File: config.mk
export PLATFORM = sky130hd
export DESIGN_NAME = baccarat_deal_ctrl
export DESIGN_NICKNAME = d
export VERILOG_FILES = /design/src/rtl/baccarat_pkg.sv /design/src/rtl/baccarat_banker_rule.sv /design/src/rtl/baccarat_deal_ctrl.sv
export SDC_FILE = /design/constraint.sdc
export NUM_CORES = 1
export LEC_CHECK = 0
export CORE_UTILIZATION = 46
export DETAILED_ROUTE_END_ITERATION = 8
export PLACE_DENSITY_LB_ADDON = 0.1
export SLEW_MARGIN = 20
export SYNTH_ARGS = -nofsm -noshare
export SYNTH_HDL_FRONTEND = slang
export SYNTH_HIERARCHICAL = 1
export SYNTH_SLANG_ARGS = --single-unit
File: constraint.sdc
create_clock -name slow_clock -period 3.4 [get_ports slow_clock]
set_input_delay 0.68 -clock slow_clock [delete_from_list [all_inputs] [get_ports slow_clock]]
set_output_delay 0.68 -clock slow_clock [all_outputs]
set_load 0.02 [all_outputs]
File: src/rtl/baccarat_pkg.sv
// -----------------------------------------------------------------------------
// baccarat_pkg
//   Shared types and helpers for the baccarat round sequencer.
//   - deal_state_t : round sequencer state encoding
//   - CARD_*       : card code constants as produced by the dealer
//                    (0 empty, 1 ace, 2-10 pip cards, 11-13 J/Q/K)
//   - card_value() : maps a card code to its baccarat point value (0-9)
// -----------------------------------------------------------------------------
package baccarat_pkg;

    typedef enum logic [3:0] {
        DEAL_P1,
        DEAL_D1,
        DEAL_P2,
        DEAL_D2,
        CHECK4,
        DEAL_P3,
        CHECK_B,
        DEAL_D3,
        RESULT,
        DONE
    } deal_state_t;

    localparam logic [3:0] CARD_EMPTY = 4'd0;
    localparam logic [3:0] CARD_ACE   = 4'd1;
    localparam logic [3:0] CARD_JACK  = 4'd11;
    localparam logic [3:0] CARD_QUEEN = 4'd12;
    localparam logic [3:0] CARD_KING  = 4'd13;

    // Tens and face cards count zero; an empty slot also counts zero.
    // Codes 14/15 never come out of the dealer and are folded to zero.
    function automatic logic [3:0] card_value(input logic [3:0] code);
        if (code == CARD_EMPTY || code >= 4'd10) begin
            return 4'd0;
        end
        return code;
    endfunction

endpackage

File: src/rtl/baccarat_banker_rule.sv
// -----------------------------------------------------------------------------
// baccarat_banker_rule
//   Combinational banker third-card decision, used once the player has drawn.
//   Ports:
//     dscore [3:0] in  banker two-card score, 0-9
//     pcard3 [3:0] in  player third-card code
//     draw         out 1 when the banker must take a third card
// -----------------------------------------------------------------------------
module baccarat_banker_rule
    import baccarat_pkg::*;
(
    input  logic [3:0] dscore,
    input  logic [3:0] pcard3,
    output logic       draw
);

    logic [3:0] v;

    always_comb begin
        v    = card_value(pcard3);
        draw = 1'b0;
        case (dscore)
            4'd0, 4'd1, 4'd2: draw = 1'b1;
            4'd3:             draw = (v != 4'd8);
            4'd4:             draw = (v >= 4'd2) && (v <= 4'd7);
            4'd5:             draw = (v >= 4'd4) && (v <= 4'd7);
            4'd6:             draw = (v >= 4'd6) && (v <= 4'd7);
            default:          draw = 1'b0;
        endcase
    end

endmodule

File: src/rtl/baccarat_deal_ctrl.sv
// -----------------------------------------------------------------------------
// baccarat_deal_ctrl
//   Round sequencer for the baccarat table. Each step pulse in a DEAL_* state
//   produces one load strobe (Mealy, same cycle as step). After four cards the
//   natural / third-card rules run automatically from the fed-back scores, and
//   the win lights are latched in RESULT. A tie lights both.
//
//   Optional feature (compile macro BACCARAT_NEW_ROUND_EN):
//     defined   - step in DONE pulses clear_hand and starts a new round
//     undefined - DONE is terminal until resetb; clear_hand is tied low
//
//   Ports:
//     slow_clock  in   sole clock
//     resetb      in   asynchronous active-low reset
//     step        in   one-cycle advance pulse
//     pscore[3:0] in   player hand score (valid the cycle after a load)
//     dscore[3:0] in   banker hand score
//     pcard3[3:0] in   player third-card code
//     load_pcard1..3, load_dcard1..3  out  one-cycle card load strobes
//     clear_hand  out  one-cycle clear of all card registers
//     player_win_light, dealer_win_light  out  registered result lights
//     round_done  out  high while in DONE
// -----------------------------------------------------------------------------
module baccarat_deal_ctrl
    import baccarat_pkg::*;
#(
    parameter int unsigned NATURAL_MIN = 8,
    parameter int unsigned DRAW_LIMIT  = 5
) (
    input  logic       slow_clock,
    input  logic       resetb,
    input  logic       step,
    input  logic [3:0] pscore,
    input  logic [3:0] dscore,
    input  logic [3:0] pcard3,
    output logic       load_pcard1,
    output logic       load_pcard2,
    output logic       load_pcard3,
    output logic       load_dcard1,
    output logic       load_dcard2,
    output logic       load_dcard3,
    output logic       clear_hand,
    output logic       player_win_light,
    output logic       dealer_win_light,
    output logic       round_done
);

    localparam logic [3:0] NAT_MIN  = 4'(NATURAL_MIN);
    localparam logic [3:0] DRAW_LIM = 4'(DRAW_LIMIT);

    deal_state_t state_reg, state_next;
    logic        pwin_reg, pwin_next;
    logic        dwin_reg, dwin_next;
    logic        banker_draw;
    logic        new_round;

    baccarat_banker_rule u_banker_rule (
        .dscore (dscore),
        .pcard3 (pcard3),
        .draw   (banker_draw)
    );

`ifdef BACCARAT_NEW_ROUND_EN
    assign new_round = (state_reg == DONE) && step;
`else
    assign new_round = 1'b0;
`endif

    assign clear_hand       = new_round;
    assign player_win_light = pwin_reg;
    assign dealer_win_light = dwin_reg;
    assign round_done       = (state_reg == DONE);

    always_ff @(posedge slow_clock or negedge resetb) begin
        if (!resetb) begin
            state_reg <= DEAL_P1;
            pwin_reg  <= 1'b0;
            dwin_reg  <= 1'b0;
        end else begin
            state_reg <= state_next;
            pwin_reg  <= pwin_next;
            dwin_reg  <= dwin_next;
        end
    end

    always_comb begin
        state_next  = state_reg;
        pwin_next   = pwin_reg;
        dwin_next   = dwin_reg;
        load_pcard1 = 1'b0;
        load_pcard2 = 1'b0;
        load_pcard3 = 1'b0;
        load_dcard1 = 1'b0;
        load_dcard2 = 1'b0;
        load_dcard3 = 1'b0;

        case (state_reg)
            DEAL_P1: if (step) begin load_pcard1 = 1'b1; state_next = DEAL_D1; end
            DEAL_D1: if (step) begin load_dcard1 = 1'b1; state_next = DEAL_P2; end
            DEAL_P2: if (step) begin load_pcard2 = 1'b1; state_next = DEAL_D2; end
            DEAL_D2: if (step) begin load_dcard2 = 1'b1; state_next = CHECK4;  end

            CHECK4: begin
                if (pscore >= NAT_MIN || dscore >= NAT_MIN) begin
                    state_next = RESULT;
                end else if (pscore <= DRAW_LIM) begin
                    state_next = DEAL_P3;
                end else if (dscore <= DRAW_LIM) begin
                    // Player stood, so the banker follows the player's limit.
                    state_next = DEAL_D3;
                end else begin
                    state_next = RESULT;
                end
            end

            DEAL_P3: if (step) begin load_pcard3 = 1'b1; state_next = CHECK_B; end

            // pcard3 and dscore are stable here: the player card was loaded
            // on the edge that entered this state.
            CHECK_B: state_next = banker_draw ? DEAL_D3 : RESULT;

            DEAL_D3: if (step) begin load_dcard3 = 1'b1; state_next = RESULT; end

            RESULT: begin
                pwin_next  = (pscore >= dscore);
                dwin_next  = (dscore >= pscore);
                state_next = DONE;
            end

            DONE: begin
                if (new_round) begin
                    pwin_next  = 1'b0;
                    dwin_next  = 1'b0;
                    state_next = DEAL_P1;
                end
            end

            default: state_next = DEAL_P1;
        endcase
    end

endmodule

==> results_dict.tcl, run 1 <==
set metrics [dict create \
    status "finished, final reports clean" \
    rr_endpoint "state_reg[1]$_DFFE_PN0P_" \
    n_antenna_cell 0 \
    period_share 0.872 \
    cp-end-kind "output port" \
    netlist_area_sq_um 666 \
    syn_inst 85 \
    multi_input_area_sq_um 447 \
    synth_commonest_cells "10 x nand2_1, 9 x nor2_1, 8 x inv_1" \
    yosysTopAreaCell "dfrtp_1" \
    synth_edf_count 0 \
    cp_common_cell "clkdlybuf4s50_1" \
    synth-seq-area-share 0.226 \
    fin_skew_ns 0.00131 \
    finalSetupViolations 0 \
    syn_area_per_cell_sq_um 7.83 \
    use_met1 0.297 \
    yosys_warnings 6 \
    ant_nets 0 \
    die_area_sq_um 1600 \
    vias 684 \
    worst_hold_path.endpoint "dealer_win_light$_DFFE_PN0P_" \
    cts_inserted_buffers 3 \
    root_buffer "clkbuf_4" \
    ir_worst_vdd_mv 0.422 \
    cpPeakStageDelay_ns 0.62 \
    io_buffers 23 \
    tightestPinTransition_ns 0.526 \
    critPathTopFamily "buffers and inverters" \
    slew_headroom 0.649 \
    max_clock_freq_ghz 0.337 \
    register_area_sq_um 150 \
    crit_path_cell_trace "clkdlybuf4s50_1 > nand2b_1 > or2_1 > nor3_1 > clkdlybuf4s50_1" \
    nets 127 \
    die_w_um 40.0 \
    synth-seq-cells 6 \
    r2r_slack_ns 1.85 \
    whs_ns 0.507 \
    busiest_layer "met2" \
    hold_path_depth 1 \
    final.fill_count 123 \
    wl_per_cell_um 13.2 \
    gp_routability_congestion 0.721 \
    yosysMostFrequentCell "nand2_1" \
    hold_path_class "register to register" \
    core_sq_um 1320 \
    wl_um 1600 \
    finalPower_uw 584 \
    period_needed_ns 2.96 \
    rows 13 \
    hold_buffers 0 \
    drc 0 \
    cts_htree_levels 1 \
    initial_core_util 0.505 \
    worstSetupStartpointType "primary input" \
    clkSlewWorstSetupHoldPaths_ns 0.04 \
    grt_pass1_wl_um 2530 \
    grt_max_degree 14 \
    cpMaxStageDelayCell "clkdlybuf4s50_1" \
    clockBufferDepth 2 \
    yosysUniqueCellTypes 36 \
    yosys.area.top_type_share 0.226 \
    grt_pass1_vias 606 \
    cts_resized 0 \
    syn_nets 104 \
    reg2reg_depth 4 \
    largest_reg_flops 4 \
    synth_top_flop_cell "dfrtp_1" \
    synth_area_leaders "dfrtp_1 23%, ha_1 7.5%, nand2_1 5.6%, nor2_1 5.1%, inv_1 4.5%" \
    firstDrtPassIters 4 \
    use_met2 0.419 \
    max-cap-violations 0 \
    clkSinkCount 6 \
    cts_setup_buffers 0 \
    min_from "dealer_win_light$_DFFE_PN0P_" \
    area_delta_synth_final_pct 35.0 \
    r2r-start "state_reg[1]$_DFFE_PN0P_" \
    use_met3 0.0333 \
    cp_max_fo 4 \
    async_flop_share 1.00 \
    ios 25 \
    rsz0062_at_grt "no" \
    path_buf_inv 2 \
    drv_slew 0 \
    worstSkewPairLatency_ns 0.24 \
    routed_via_density 5.65 \
    grt_overflow 0 \
    critPathRequiredTime_ns 2.72 \
    worstPathArrival_ns 2.28 \
    critPathKind "primary input to output port" \
    cts_tree "done" \
    dp_hpwl_um 1250 \
    antenna_found_initial 0 \
    grt_usage 0.246 \
    p_leak_nw 0.360 \
    tns_ns 0 \
    drive_gt1_frac 0.0849 \
    hold_viol 0 \
    powerDensity_nw_per_um2 650 \
    drtIter0Drc 17 \
    die_y_um 40.0 \
]
[per-layer routing]
layer	vias up	routed length [um]
met1	321	731
met5	-	0
met2	16	790
met3	2	72
li1	345	-
met4	0	8
[area by class of cell]
type | instances | share of cell area
clock buffers | 3 | 0.0251
flip-flops and latches | 6 | 0.167
multi-input cells | 66 | 0.497
inverters | 8 | 0.0334
well taps | 15 | 0.0209
repair buffers | 23 | 0.256
[worst max path at each step]
stage | from | end | slack [ns] | cells past startpoint
after global routing | step | load_pcard1 | 0.31 | 5
after global placement | step | load_pcard1 | 0.46 | 5
after detailed placement | step | load_pcard1 | 0.43 | 5
final | step | load_pcard1 | 0.44 | 5
after floorplan | step | load_pcard1 | 1.27 | 3
after CTS | step | load_pcard1 | 0.43 | 5
[cell families after synthesis]
group / count (synthesis) / synth area share
compound gates: 26 / 0.276
xor+xnor: 1 / 0.0132
fa+ha+maj: 4 / 0.0752
buf+inv: 13 / 0.103
flops: 6 / 0.226
other cells: 1 / 0.00563
simple gates: 34 / 0.301
[cell usage in the layout, fill, tap and decap left out]
| cell type | count |
|---|---|
| nand4_1 | 1 |
| a32oi_1 | 1 |
| nor2_1 | 9 |
| nor4b_4 | 1 |
| o22a_1 | 1 |
| o21ai_2 | 1 |
| nand2b_1 | 4 |
| nor3b_2 | 1 |
| nor4b_1 | 1 |
| a211oi_1 | 1 |
| nand3_1 | 1 |
| nor2b_1 | 2 |
| o21ai_0 | 3 |
| a2111oi_2 | 1 |
| conb_1 | 1 |
| dfrtp_1 | 6 |
| o211ai_1 | 1 |
| clkdlybuf4s50_1 | 23 |
| o31ai_1 | 1 |
| o21ai_1 | 2 |
| nor3_2 | 1 |
| inv_1 | 8 |
| a32o_1 | 2 |
| o22ai_1 | 2 |
| xor2_1 | 1 |
| nor2b_4 | 1 |
| nor3_1 | 1 |
| o21a_1 | 2 |
| ha_1 | 4 |
| a21boi_1 | 2 |
| a31oi_1 | 2 |
| a21oi_1 | 4 |
| nand2_1 | 10 |
| clkbuf_4 | 3 |
| or2_1 | 1 |
[power by group]
group          internal (mW)  switching (mW)  total, mW
Sequential             0.103          0.0862      0.189
Combinational          0.169           0.164      0.333
Clock                 0.0397          0.0222     0.0618
Total                  0.312           0.272      0.584
[through the flow]
| stage | instance area [sq um] | util | std cells | setup WS [ns] |
|---|---|---|---|---|
| after global placement | 876 | 0.665 | 118 | 0.456 |
| after global routing | 898 | 0.682 | 121 | 0.313 |
| after CTS | 898 | 0.682 | 121 | 0.429 |
| final | 898 | 0.682 | 121 | 0.437 |
| after detailed placement | 876 | 0.665 | 118 | 0.429 |
| after floorplan | 666 | - | 85 | 1.27 |
Power figures use the tool's default switching activity.
==> inputs of run 2 (changes only) <==
--- a/config.mk
+++ b/config.mk
@@ -5,6 +5,7 @@
 export SDC_FILE = /design/constraint.sdc
 export NUM_CORES = 1
 export LEC_CHECK = 0
+export CORE_MARGIN = 5
 export CORE_UTILIZATION = 46
 export DETAILED_ROUTE_END_ITERATION = 8
 export PLACE_DENSITY_LB_ADDON = 0.1
==> results_dict.tcl, run 2 (synthesis results as in run 1) <==
set metrics [dict create \
    cts_tree "done" \
    final_area_sq_um 898 \
    worst_hold_path.endpoint "dealer_win_light$_DFFE_PN0P_" \
    tns_ns 0 \
    fin_skew_ns 0.000717 \
    max_clock_freq_ghz 0.334 \
    place_area_sq_um 876 \
    grt_overflow 0 \
    core_sq_um 1330 \
    ant_nets 0 \
    pwr-share-clk 0.107 \
    drtIter0Drc 7 \
    ir_worst_vdd_mv 0.430 \
    r2r-start "state_reg[1]$_DFFE_PN0P_" \
    layout_commonest_cell "clkdlybuf4s50_1" \
    cts_htree_levels 1 \
    reg2reg_depth 4 \
    dp_slack_ns 0.391 \
    dp_cells 118 \
    p_leak_nw 0.360 \
    n_antenna_cell 0 \
    pwr-share-seq 0.323 \
    min_from "dealer_win_light$_DFFE_PN0P_" \
    wl_um 1480 \
    hold_path_depth 1 \
    grt_max_degree 14 \
    firstDrtPassIters 4 \
    sw_frac_of_total 0.458 \
    period_needed_ns 2.99 \
    drive_gt1_frac 0.0849 \
    use_met2 0.248 \
    powerDensity_nw_per_um2 641 \
    cp-end-kind "output port" \
    wl_per_cell_um 12.2 \
    switching_power_uw 264 \
    initial_core_util 0.499 \
    die_w_um 48.0 \
    use_met3 0.0263 \
    rsz0062_at_grt "no" \
    r2r_slack_ns 1.86 \
    cp_max_fo 4 \
    cts_setup_buffers 0 \
    final_cells 121 \
    clkSlewWorstSetupHoldPaths_ns 0.04 \
    period_share 0.881 \
    max-cap-violations 0 \
    grt_pass1_wl_um 2440 \
    nets 127 \
    fin_ws_ns 0.406 \
    antenna_found_initial 0 \
    routed_via_density 5.51 \
    worstPathArrival_ns 2.31 \
    hold_viol 0 \
    hold_path_class "register to register" \
    clkSinkCount 6 \
    whs_ns 0.510 \
    finalPower_uw 576 \
    finalSetupViolations 0 \
    critPathKind "primary input to output port" \
    rr_endpoint "state_reg[1]$_DFFE_PN0P_" \
    critPathRequiredTime_ns 2.72 \
    p_int_uw 312 \
    io_buffers 23 \
    dp_hpwl_um 1240 \
    ios 25 \
    status "finished, final reports clean" \
    rows 13 \
    vias 667 \
    clockBufferDepth 2 \
    area_delta_synth_final_pct 35.0 \
    die_area_sq_um 2310 \
    largest_reg_flops 4 \
    gp_routability_congestion 0.737 \
    hold_buffers 0 \
    layout_common_cells "23 x clkdlybuf4s50_1, 10 x nand2_1, 9 x nor2_1, 8 x inv_1, 6 x dfrtp_1" \
    grt_usage 0.155 \
    cts_resized 0 \
    tightestPinTransition_ns 0.514 \
    utilization 0.674 \
    die_y_um 48.0 \
    drc 0 \
    grt_pass1_vias 609 \
    slew_headroom 0.657 \
    worstSetupStartpointType "primary input" \
    worstSkewPairLatency_ns 0.24 \
    cts_inserted_buffers 3 \
    root_buffer "clkbuf_4" \
    busiest_layer "met2" \
    drv_slew 0 \
    use_met1 0.185 \
    combPwrFrac 0.569 \
]
[run 2: worst max path at each step]
stage,endpoint,startpoint,depth (start not counted)
after CTS,load_pcard1,step,5
after detailed placement,load_pcard1,step,5
after global placement,load_pcard1,step,5
after global routing,load_pcard1,step,5
after floorplan,load_pcard1,step,3
final,load_pcard1,step,5
[run 2: per-layer routing]
layer,wire (um),share of wire,vias up
met1,630,0.43,306
met5,0,0,-
met2,750,0.51,15
li1,-,-,342
met4,39,0.026,0
met3,61,0.041,4
[run 2: critical path: stages]
cell,delay (ns)
clkdlybuf4s50_1,0.50
nand2b_1,0.10
or2_1,0.26
nor3_1,0.15
clkdlybuf4s50_1,0.63
[run 2: power groups by stage]
stage,Clock [mW],Combinational (mW),Sequential [mW]
floorplan,0,0.277,0.145
global placement,0,0.327,0.185
detailed placement,0,0.331,0.186
CTS,0.0656,0.332,0.185
global route,0.0708,0.363,0.196
finish,0.0619,0.328,0.186
[run 2: cell type report]
| type | instances | area, sq um |
|---|---|---|
| Clock buffer | 3 | 22.5 |
| Fill cell | 124 | 435 |
| Inverter | 8 | 30.0 |
| Multi-Input combinational cell | 66 | 447 |
| Sequential cell | 6 | 150 |
| Tap cell | 15 | 18.8 |
| Timing Repair Buffer | 23 | 230 |
